**src/rtl/bin2bcd_pkg.sv**
```systemverilog
// Shared definitions for the sequential binary-to-BCD converter:
// FSM state encoding, the LCD blank code and a digit-count helper.
package bin2bcd_pkg;

  // Converter FSM states (IDLE -> SHIFT -> FINISH -> IDLE).
  typedef enum logic [1:0] {
    IDLE   = 2'd0,
    SHIFT  = 2'd1,
    FINISH = 2'd2
  } state_e;

  // Nibble code LCD_Controller renders as an empty character.
  localparam logic [3:0] BCD_BLANK = 4'hF;

  // Smallest number of decimal digits that holds any width-bit unsigned
  // value: ceil(width * log10(2)), with log10(2) approximated as 0.30103.
  function automatic int min_digits(input int width);
    return (width * 30103 + 99999) / 100000;
  endfunction

endpackage

```
**src/rtl/bin2bcd_seq_conv_digit_adj.sv**
```systemverilog
// One BCD digit of the shift-and-add-3 datapath: a digit of 5 or more is
// bumped by 3 so that the following left shift carries into the next digit.
module bcd_digit_adj (
  input  logic [3:0] digit,
  output logic [3:0] adjusted
);

  assign adjusted = (digit >= 4'd5) ? (digit + 4'd3) : digit;

endmodule

```
**src/rtl/bin2bcd_seq_conv.sv**
```systemverilog
// Sequential signed binary-to-BCD converter, one magnitude bit per clock.
// Optional build macro: BIN2BCD_LEADING_BLANK_EN -- when defined, digits
// above the most significant non-zero digit are reported as the blank
// code instead of 0 (digit 0 is never blanked, overflow is never blanked).
module bin2bcd_seq_conv
  import bin2bcd_pkg::*;
#(
  parameter  int DATA_W = 32,
  parameter  int DIGITS = 10,
  localparam int SIG_W  = $clog2(DIGITS + 1)
) (
  input  logic                  clk,
  input  logic                  reset_n,
  input  logic                  start,
  input  logic                  signed_mode,
  input  logic [DATA_W-1:0]     data_in,
  output logic                  busy,
  output logic                  done,
  output logic                  sign,
  output logic [4*DIGITS-1:0]   bcd,
  output logic                  overflow,
  output logic [SIG_W-1:0]      sig_digits
);

  localparam int ACC_W = 4 * DIGITS;
  localparam int CNT_W = $clog2(DATA_W + 1);

  // Flat state constants so the register stays a plain vector.
  localparam logic [1:0] ST_IDLE   = IDLE;
  localparam logic [1:0] ST_SHIFT  = SHIFT;
  localparam logic [1:0] ST_FINISH = FINISH;

  // When DIGITS already covers every DATA_W-bit magnitude, a carry out of
  // the top digit is impossible and the overflow tracker folds away.
  localparam bit CAN_OVERFLOW = (DIGITS < min_digits(DATA_W));

`ifdef BIN2BCD_LEADING_BLANK_EN
  localparam bit BLANK_EN = 1'b1;
`else
  localparam bit BLANK_EN = 1'b0;
`endif

  // Code substituted for leading zero digits. Without blanking it is 0,
  // which leaves those digits unchanged.
  localparam logic [3:0] LEAD_CODE = BLANK_EN ? BCD_BLANK : 4'h0;

  logic [1:0]        state;
  logic [CNT_W-1:0]  count;
  logic [DATA_W-1:0] mag;
  logic [ACC_W-1:0]  acc;
  logic [ACC_W-1:0]  acc_adj;
  logic              neg;
  logic              ovf_trk;

  logic              neg_in;
  logic [DATA_W-1:0] mag_in;
  logic              carry_out;
  logic [SIG_W-1:0]  sig_calc;
  logic [DIGITS-1:0] lead;
  logic [ACC_W-1:0]  bcd_fin;

  // Two's complement magnitude of the request. The most negative value
  // negates to itself, which read as unsigned is exactly 2^(DATA_W-1).
  assign neg_in = signed_mode & data_in[DATA_W-1];
  assign mag_in = neg_in ? ((~data_in) + DATA_W'(1)) : data_in;

  // Add-3 correction for every digit of the accumulator.
  for (genvar gi = 0; gi < DIGITS; gi++) begin : g_adj
    bcd_digit_adj u_adj (
      .digit    (acc[4*gi +: 4]),
      .adjusted (acc_adj[4*gi +: 4])
    );
  end

  // Bit leaving the top digit on this shift: the value no longer fits.
  assign carry_out = CAN_OVERFLOW & acc_adj[ACC_W-1];

  // Position of the highest non-zero digit plus one; a zero value reads 1.
  always_comb begin
    sig_calc = SIG_W'(1);
    for (int i = 1; i < DIGITS; i++) begin
      if (acc[4*i +: 4] != 4'd0) begin
        sig_calc = SIG_W'(i + 1);
      end
    end
  end

  // Final digit values: saturate on overflow, otherwise substitute the
  // lead code above the significant digits.
  for (genvar gi = 0; gi < DIGITS; gi++) begin : g_fin
    assign lead[gi] = (gi != 0) && (gi >= int'(sig_calc));
    assign bcd_fin[4*gi +: 4] = ovf_trk  ? 4'd9      :
                                lead[gi] ? LEAD_CODE :
                                           acc[4*gi +: 4];
  end

  // Conversion FSM and the shift-and-add-3 datapath.
  always_ff @(posedge clk or negedge reset_n) begin
    if (!reset_n) begin
      state   <= ST_IDLE;
      count   <= '0;
      mag     <= '0;
      acc     <= '0;
      neg     <= 1'b0;
      ovf_trk <= 1'b0;
    end else begin
      case (state)
        ST_IDLE: begin
          if (start) begin
            neg     <= neg_in;
            mag     <= mag_in;
            acc     <= '0;
            ovf_trk <= 1'b0;
            count   <= CNT_W'(DATA_W);
            state   <= ST_SHIFT;
          end
        end
        ST_SHIFT: begin
          acc     <= {acc_adj[ACC_W-2:0], mag[DATA_W-1]};
          mag     <= {mag[DATA_W-2:0], 1'b0};
          ovf_trk <= ovf_trk | carry_out;
          count   <= count - CNT_W'(1);
          if (count == CNT_W'(1)) begin
            state <= ST_FINISH;
          end
        end
        ST_FINISH: begin
          state <= ST_IDLE;
        end
        default: begin
          state <= ST_IDLE;
        end
      endcase
    end
  end

  // Handshake and result registers; results only change in FINISH.
  always_ff @(posedge clk or negedge reset_n) begin
    if (!reset_n) begin
      busy       <= 1'b0;
      done       <= 1'b0;
      sign       <= 1'b0;
      bcd        <= '0;
      overflow   <= 1'b0;
      sig_digits <= SIG_W'(1);
    end else begin
      done <= 1'b0;
      if ((state == ST_IDLE) && start) begin
        busy <= 1'b1;
      end
      if (state == ST_FINISH) begin
        busy       <= 1'b0;
        done       <= 1'b1;
        sign       <= neg;
        bcd        <= bcd_fin;
        overflow   <= ovf_trk;
        sig_digits <= ovf_trk ? SIG_W'(DIGITS) : sig_calc;
      end
    end
  end

endmodule

```
**config.mk**
```make
export PLATFORM = sky130hd
export DESIGN_NAME = bin2bcd_seq_conv
export DESIGN_NICKNAME = d
export VERILOG_FILES = /design/src/rtl/bin2bcd_pkg.sv /design/src/rtl/bin2bcd_seq_conv_digit_adj.sv /design/src/rtl/bin2bcd_seq_conv.sv
export SDC_FILE = /design/constraint.sdc
export NUM_CORES = 1
export LEC_CHECK = 0
export BUFFER_PORTS_ARGS = -buffer_cell sky130_fd_sc_hd__clkbuf_2
export CORE_ASPECT_RATIO = 0.5
export CORE_MARGIN = 5
export CORE_UTILIZATION = 50
export CTS_CLUSTER_SIZE = 20
export DETAILED_ROUTE_END_ITERATION = 7
export PLACE_DENSITY_LB_ADDON = 0.25
export SYNTH_ARGS = -nofsm -noshare
export SYNTH_HDL_FRONTEND = slang
export SYNTH_SLANG_ARGS = --single-unit
export TNS_END_PERCENT = 1
```
**constraint.sdc**
```tcl
create_clock -name clk -period 3.55 [get_ports clk]
set_clock_uncertainty 0.1 [all_clocks]
set_input_delay 0.5325 -clock clk [delete_from_list [all_inputs] [get_ports clk]]
set_output_delay 0.5325 -clock clk [all_outputs]
set_load 0.02 [all_outputs]
```
Word level (Yosys, flattened, before mapping)
Cells that the tools add are included.
{"block": "word_totals", "ff_bits": 128, "latchBits": 0, "ram_bits": 0, "romBits": 0, "inputBits": 36, "out_inout_bits": 48, "elab_cells": 105, "memories": 0}
{"block": "classes", "add_sub_neg": 12, "mul": 0, "div_mod_pow": 0, "magnitude_cmp": 19, "eq_ne": 5, "shift": 0, "n_mux": 41, "n_bitwise": 2, "reduce_logical": 16}
{"operator": "4-bit two-way mux", "count": 21}
{"operator": "40-bit one-hot mux with 2 select lines", "count": 1}
{"operator": "32-bit two-way mux", "count": 2}
{"operator": "32-bit one-hot mux with 2 select lines", "count": 1}
{"operator": "4-bit by 3-bit greater-or-equal comparator with 1-bit output, second input constant", "count": 10}
{"operator": "40-bit two-way mux", "count": 1}
{"operator": "4-bit by 2-bit adder with 4-bit output, second input constant", "count": 9}
{"operator": "4-bit nonzero test", "count": 9}
{"operator": "32-bit by 1-bit adder with 32-bit output, second input constant", "count": 1}
{"operator": "32-bit NOT", "count": 1}
{"operator": "3-bit by 4-bit greater-or-equal comparator with 1-bit output, first input constant", "count": 4}
{"operator": "3-bit two-way mux", "count": 5}
{"operator": "6-bit one-hot mux with 2 select lines", "count": 1}
{"operator": "2-bit by 4-bit greater-or-equal comparator with 1-bit output, first input constant", "count": 2}
{"operator": "4-bit greater-or-equal comparator, first input constant", "count": 2}
{"operator": "2-bit two-way mux", "count": 4}
{"operator": "6-bit by 1-bit equality test with 1-bit output, second input constant", "count": 1}
{"operator": "6-bit two-way mux", "count": 1}
{"operator": "2-bit AND reduction", "count": 3}
{"operator": "6-bit by 1-bit subtractor with 6-bit output, second input constant", "count": 1}
{"operator": "1-bit by 4-bit greater-or-equal comparator with 1-bit output, first input constant", "count": 1}
{"operator": "2-bit inequality test, second input constant", "count": 2}
{"operator": "2-bit one-hot mux with 2 select lines", "count": 1}
{"operator": "2-bit nonzero test", "count": 2}
{"operator": "other kinds (7)", "count": 9}

Depth between registers and ports, before layout
{"block": "depth", "depth_word": 12, "mapped_depth": 8, "ltp_nobuf": 7}

By module
From an unflattened synthesis, not the netlist that was laid out.
{"block": "hier_totals", "hier_cells": 638, "area_unflattened_um2": 6665.1}
{"mod": "bin2bcd_seq_conv", "instances": 1, "cells_per_inst": 478, "area_each_um2": 5651.7, "seq_area_each_um2": 3204.3}
{"mod": "bcd_digit_adj", "instances": 10, "cells_per_inst": 16, "area_each_um2": 101.3, "seq_area_each_um2": 0.0}

Worst setup path before layout
No wires, ideal clock.
{"block": "synth_path", "path_type": "in2reg", "startpoint": "input port data_in[16]", "endpoint": "register mag[30]", "setup_time_ns": 0.126, "t_arrival_ns": 2.227, "required_time_ns": 3.324, "path_slack_ns": 1.097, "path_stages": 5, "n_path_buf": 0, "path_cell_list": "or4_4 -> or4_4 -> nor3_4 -> nor3_1 -> a311o_1"}
{"block": "synth_via", "elab_chain_len": 5}
{"element": "from (decl)", "line": "bin2bcd_seq_conv.sv:16", "rtl": "input logic [DATA_W-1:0] data_in,"}
{"element": "32-bit NOT", "line": "bin2bcd_seq_conv.sv:65", "rtl": "assign mag_in = neg_in ? ((~data_in) + DATA_W'(1)) : data_in;"}
{"element": "32-bit by 1-bit adder with 32-bit output", "line": "bin2bcd_seq_conv.sv:65"}
{"element": "32-bit two-way mux", "line": "bin2bcd_seq_conv.sv:65"}
{"element": "32-bit two-way mux", "line": "bin2bcd_seq_conv.sv:109", "rtl": "if (start) begin"}
{"element": "32-bit one-hot mux with 2 select lines", "line": "bin2bcd_seq_conv.sv:107", "rtl": "case (state)"}
{"element": "to (signal assigned)", "line": "bin2bcd_seq_conv.sv:111", "rtl": "mag <= mag_in;"}
{"element": "to (signal assigned)", "line": "bin2bcd_seq_conv.sv:120", "rtl": "mag <= {mag[DATA_W-2:0], 1'b0};"}
{"element": "to (decl)", "line": "bin2bcd_seq_conv.sv:49", "rtl": "logic [DATA_W-1:0] mag;"}
No other way between the ends. The select of a mux whose other input is x is not followed.
A chain may end at the register's enable or synchronous reset.

Final worst setup path
{"block": "layout_path", "startpoint": "register acc[36]", "endpoint": "register bcd[8]"}
{"block": "layout_via", "elab_chain_len": 4}
{"element": "from (decl)", "line": "bin2bcd_seq_conv.sv:50", "rtl": "logic [ACC_W-1:0] acc;"}
{"element": "from (signal assigned)", "line": "bin2bcd_seq_conv.sv:119", "rtl": "acc <= {acc_adj[ACC_W-2:0], mag[DATA_W-1]};"}
{"element": "4-bit nonzero test", "line": "bin2bcd_seq_conv.sv:82", "rtl": "if (acc[4*i +: 4] != 4'd0) begin"}
{"element": "4-bit two-way mux", "line": "bin2bcd_seq_conv.sv:82"}
{"element": "2-bit by 4-bit greater-or-equal comparator with 1-bit output", "line": "bin2bcd_seq_conv.sv:91", "rtl": "assign lead[gi] = (gi != 0) && (gi >= int'(sig_calc));"}
{"element": "4-bit two-way mux", "line": "bin2bcd_seq_conv.sv:93", "rtl": "lead[gi] ? LEAD_CODE :"}
{"element": "to (signal assigned)", "line": "bin2bcd_seq_conv.sv:155", "rtl": "bcd <= bcd_fin;"}
{"element": "to (decl)", "line": "bin2bcd_seq_conv.sv:20", "rtl": "output logic [4*DIGITS-1:0] bcd,"}
No other way between the ends.

==> metrics.txt <==
Clock power frac 26.9%; post-CTS sizing 0; final hold vios 0; critical path's largest stage delay 490 ps; cts hold-fix bufs 0; crit-path most repeated cell o31ai_1; Hold WC Path Type in2async; Clock Path Buffers 2; nets 834; final non-filler cell total around 960; Worst-Margin Slew 927.2 ps; ANT cells 0; PwrDens ~870 nW/um^2; FMAX just under 400 MHz; initial core utilization approximately 52%; total gr overflow 0; main flop type after synthesis dfrtp_1; Power Total a little under 7 mW; H-tree Lvls 4; share of cells above drive strength 1 17.53%; Post-synth EDFFs 0; setup TNS 0 ps; first-pass GRT wire length approximately 27,000 um; IO Count 84; Slew Limit Fails 0; most common cell in the netlist dfrtp_1; die area around 16,000 sq um; DP HPWL between 10,000 and 15,000 um; Final setup viols 0; Net Sw Power around 2.6 mW; Synth top area share between 40% and 50%; CTS Buf Count 17; synthesized area per cell 9.430 sq um; Core Util, Final between 60% and 70%; reg2reg setup slack 960 ps; maximum VDD drop 0.0003392 V; crit path launch type register; number of remaining DRC errors 0; Vias/cell 5.760; Post-CTS Setup Bufs 0; ys async rst share 100.0%; flops & latches, synth 128; Clock Sinks about 130; RSZ-0062 raised after global routing no; FP Rows 29; synth warn 0; die boundary width around 170 um; synth cell count leaders 127 x dfrtp_1, 124 x nand2_1, 51 x o21ai_0, 37 x a21oi_1, 31 x nor2_1; Seq/Total Area, Yosys 48.40%; syn nets ~760; GPL Wtd Cong 0.8101; fin crit period between 2000 and 3000 ps; CP Max Fanout 9; dpl cells roughly 930; dominant cell type by area after synthesis dfrtp_1; largest net degree at the start of global routing 62; Die Y slightly above 90 um; fin crit share between 70% and 80%; vias in the first global route ~5,500; worst r2r dst bcd[8]; mapped cell area between 6000 and 7000 sq um; clk_lat worst skew a little over 400 ps; Worst-path clk slew approximately 60 ps; CP required roughly 3700 ps; routed wire length ~16,000 um; top cells by area, synth dfrtp_1 48%, nand2_1 7.0%, ha_1 4.5%; Slew headroom between 30% and 40%; Core ar. 12,810 sq um; worst r2r src acc[36]; Seq pwr share 36.1%; Netlist cell types 55; DRT Pass-1 Iters 5; CP Class reg2reg; P_leak 3.615 nW; outcome complete, no violations; Sw Ratio 38.20%; Int Power about 4.2 mW; via count 5,512; post-route ant nets 0; highest-delay cell along the critical path o31ai_1; clk root buf clkbuf_16; cell count after synthesis approximately 700; critical path cell sequence inv_1, ha_1, nor3b_1, buf_4, nand3_1, o31ai_1, o31ai_1, a22o_1; Syn-to-layout area delta 18.05%; gr usage total about 20%; drt initial violations ~360; Reg2Reg Depth 8; CP Capture Type register; IO buf count 82; Max Cap Viol 0; TritonCTS clock tree yes; initial antenna violation count 0; combinational power share between 30% and 40%; wire per inst between 15 and 20 um; Critical Path AT about 2800 ps; filler instances ~1,100
[registers in the layout, indices dropped and copies added, names as in the netlist]
signal      count
acc            40
bcd            40
busy            1
count           6
done            1
mag            32
neg             1
sig_digits      4
sign            1
state           2
[power groups by stage]
stage / clock (mW) / sequential [mW] / combinational (mW)
finish: 1.82 / 2.44 / 2.51
global route: 1.91 / 2.52 / 2.83
detailed placement: 0 / 2.46 / 2.50
CTS: 1.84 / 2.44 / 2.53
global placement: 0 / 2.44 / 2.41
floorplan: 0 / 2.46 / 1.79
[worst max-delay path by stage]
stage                            from  endpoint  slack (ps)
final                         acc[36]    bcd[8]         960
after global routing          acc[32]    bcd[8]         680
after CTS                     acc[36]    bcd[8]         930
after detailed placement  data_in[16]   mag[30]         860
after global placement    data_in[16]   mag[30]         900
after floorplan           data_in[16]   mag[30]        1100
[layout make-up]
class	count	area, sq um	area share [%]
clock inverter	12	157.7	2.017
multi-input combinational	506	3164	40.49
timing repair buffer	92	500.5	6.404
tap	170	212.7	2.722
sequential	128	3204	41.00
clock buffer	20	466.7	5.972
inverter	29	108.9	1.393
[logic make-up after synthesis]
| logic type | after synthesis | share of synthesized area (%) |
|---|---|---|
| AND/OR/NAND/NOR | 228 | 16.12 |
| flip-flops | 128 | 48.40 |
| adder cells (fa/ha/maj) | 24 | 4.536 |
| buffers and inverters | 68 | 4.082 |
| multiplexers | 2 | 0.3213 |
| other | 1 | 0.05665 |
| AO/OA/AOI/OAI | 214 | 21.58 |
| XOR/XNOR | 37 | 4.895 |
[layer usage]
metal | global-route usage, % | vias to the layer above | wire length (um)
met4 | 6.998 | 0 | 195
li1 | - | 2683 | -
met1 | 27.29 | 2680 | 7410
met5 | 0 | - | 0
met3 | 4.232 | 20 | 657
met2 | 32.86 | 129 | 7353
[cells in the final DEF, fill, tap and decap left out, drive strengths merged, types with 3 or more instances in the layout]
cell type,count
nand4,4
a22oi,21
a31oi,10
nand2b,15
o22ai,20
clkbuf,101
ha,24
xnor2,24
nand3,10
o211ai,3
o21ai,51
nor3b,12
o31ai,26
xor2,13
nor3,11
buf,11
a21oi,37
nand2,125
o32ai,5
nor2,31
clkinvlp,6
a41oi,3
inv,30
a22o,6
o311ai,7
dfrtp,127
a32o,10
nor4,6
bufinv,3
o41ai,5
[metrics by stage]
step / setup WS (ps) / hold slack [ps] / cell area (sq um)
6_report: 958.7 / 90.25 / 7815
3_5_place_dp: 858.7 / 361.0 / 7191
4_1_cts: 931.3 / 126.3 / 7815
2_1_floorplan: 1097 / 136.9 / 6620
5_1_grt: 684.0 / 159.2 / 7815
3_3_place_gp: 903.7 / 352.1 / 7191
[critical path, delay by kind of cell (launching register included)]
kind | cells | cell delay (ps)
adders and majority gates | 1 | 240
AOI/OAI and AO/OA | 3 | 940
buffers and inverters | 2 | 310
DFF | 1 | 380
and+or+nand+nor | 2 | 510
(Power assumes the default switching activity.)
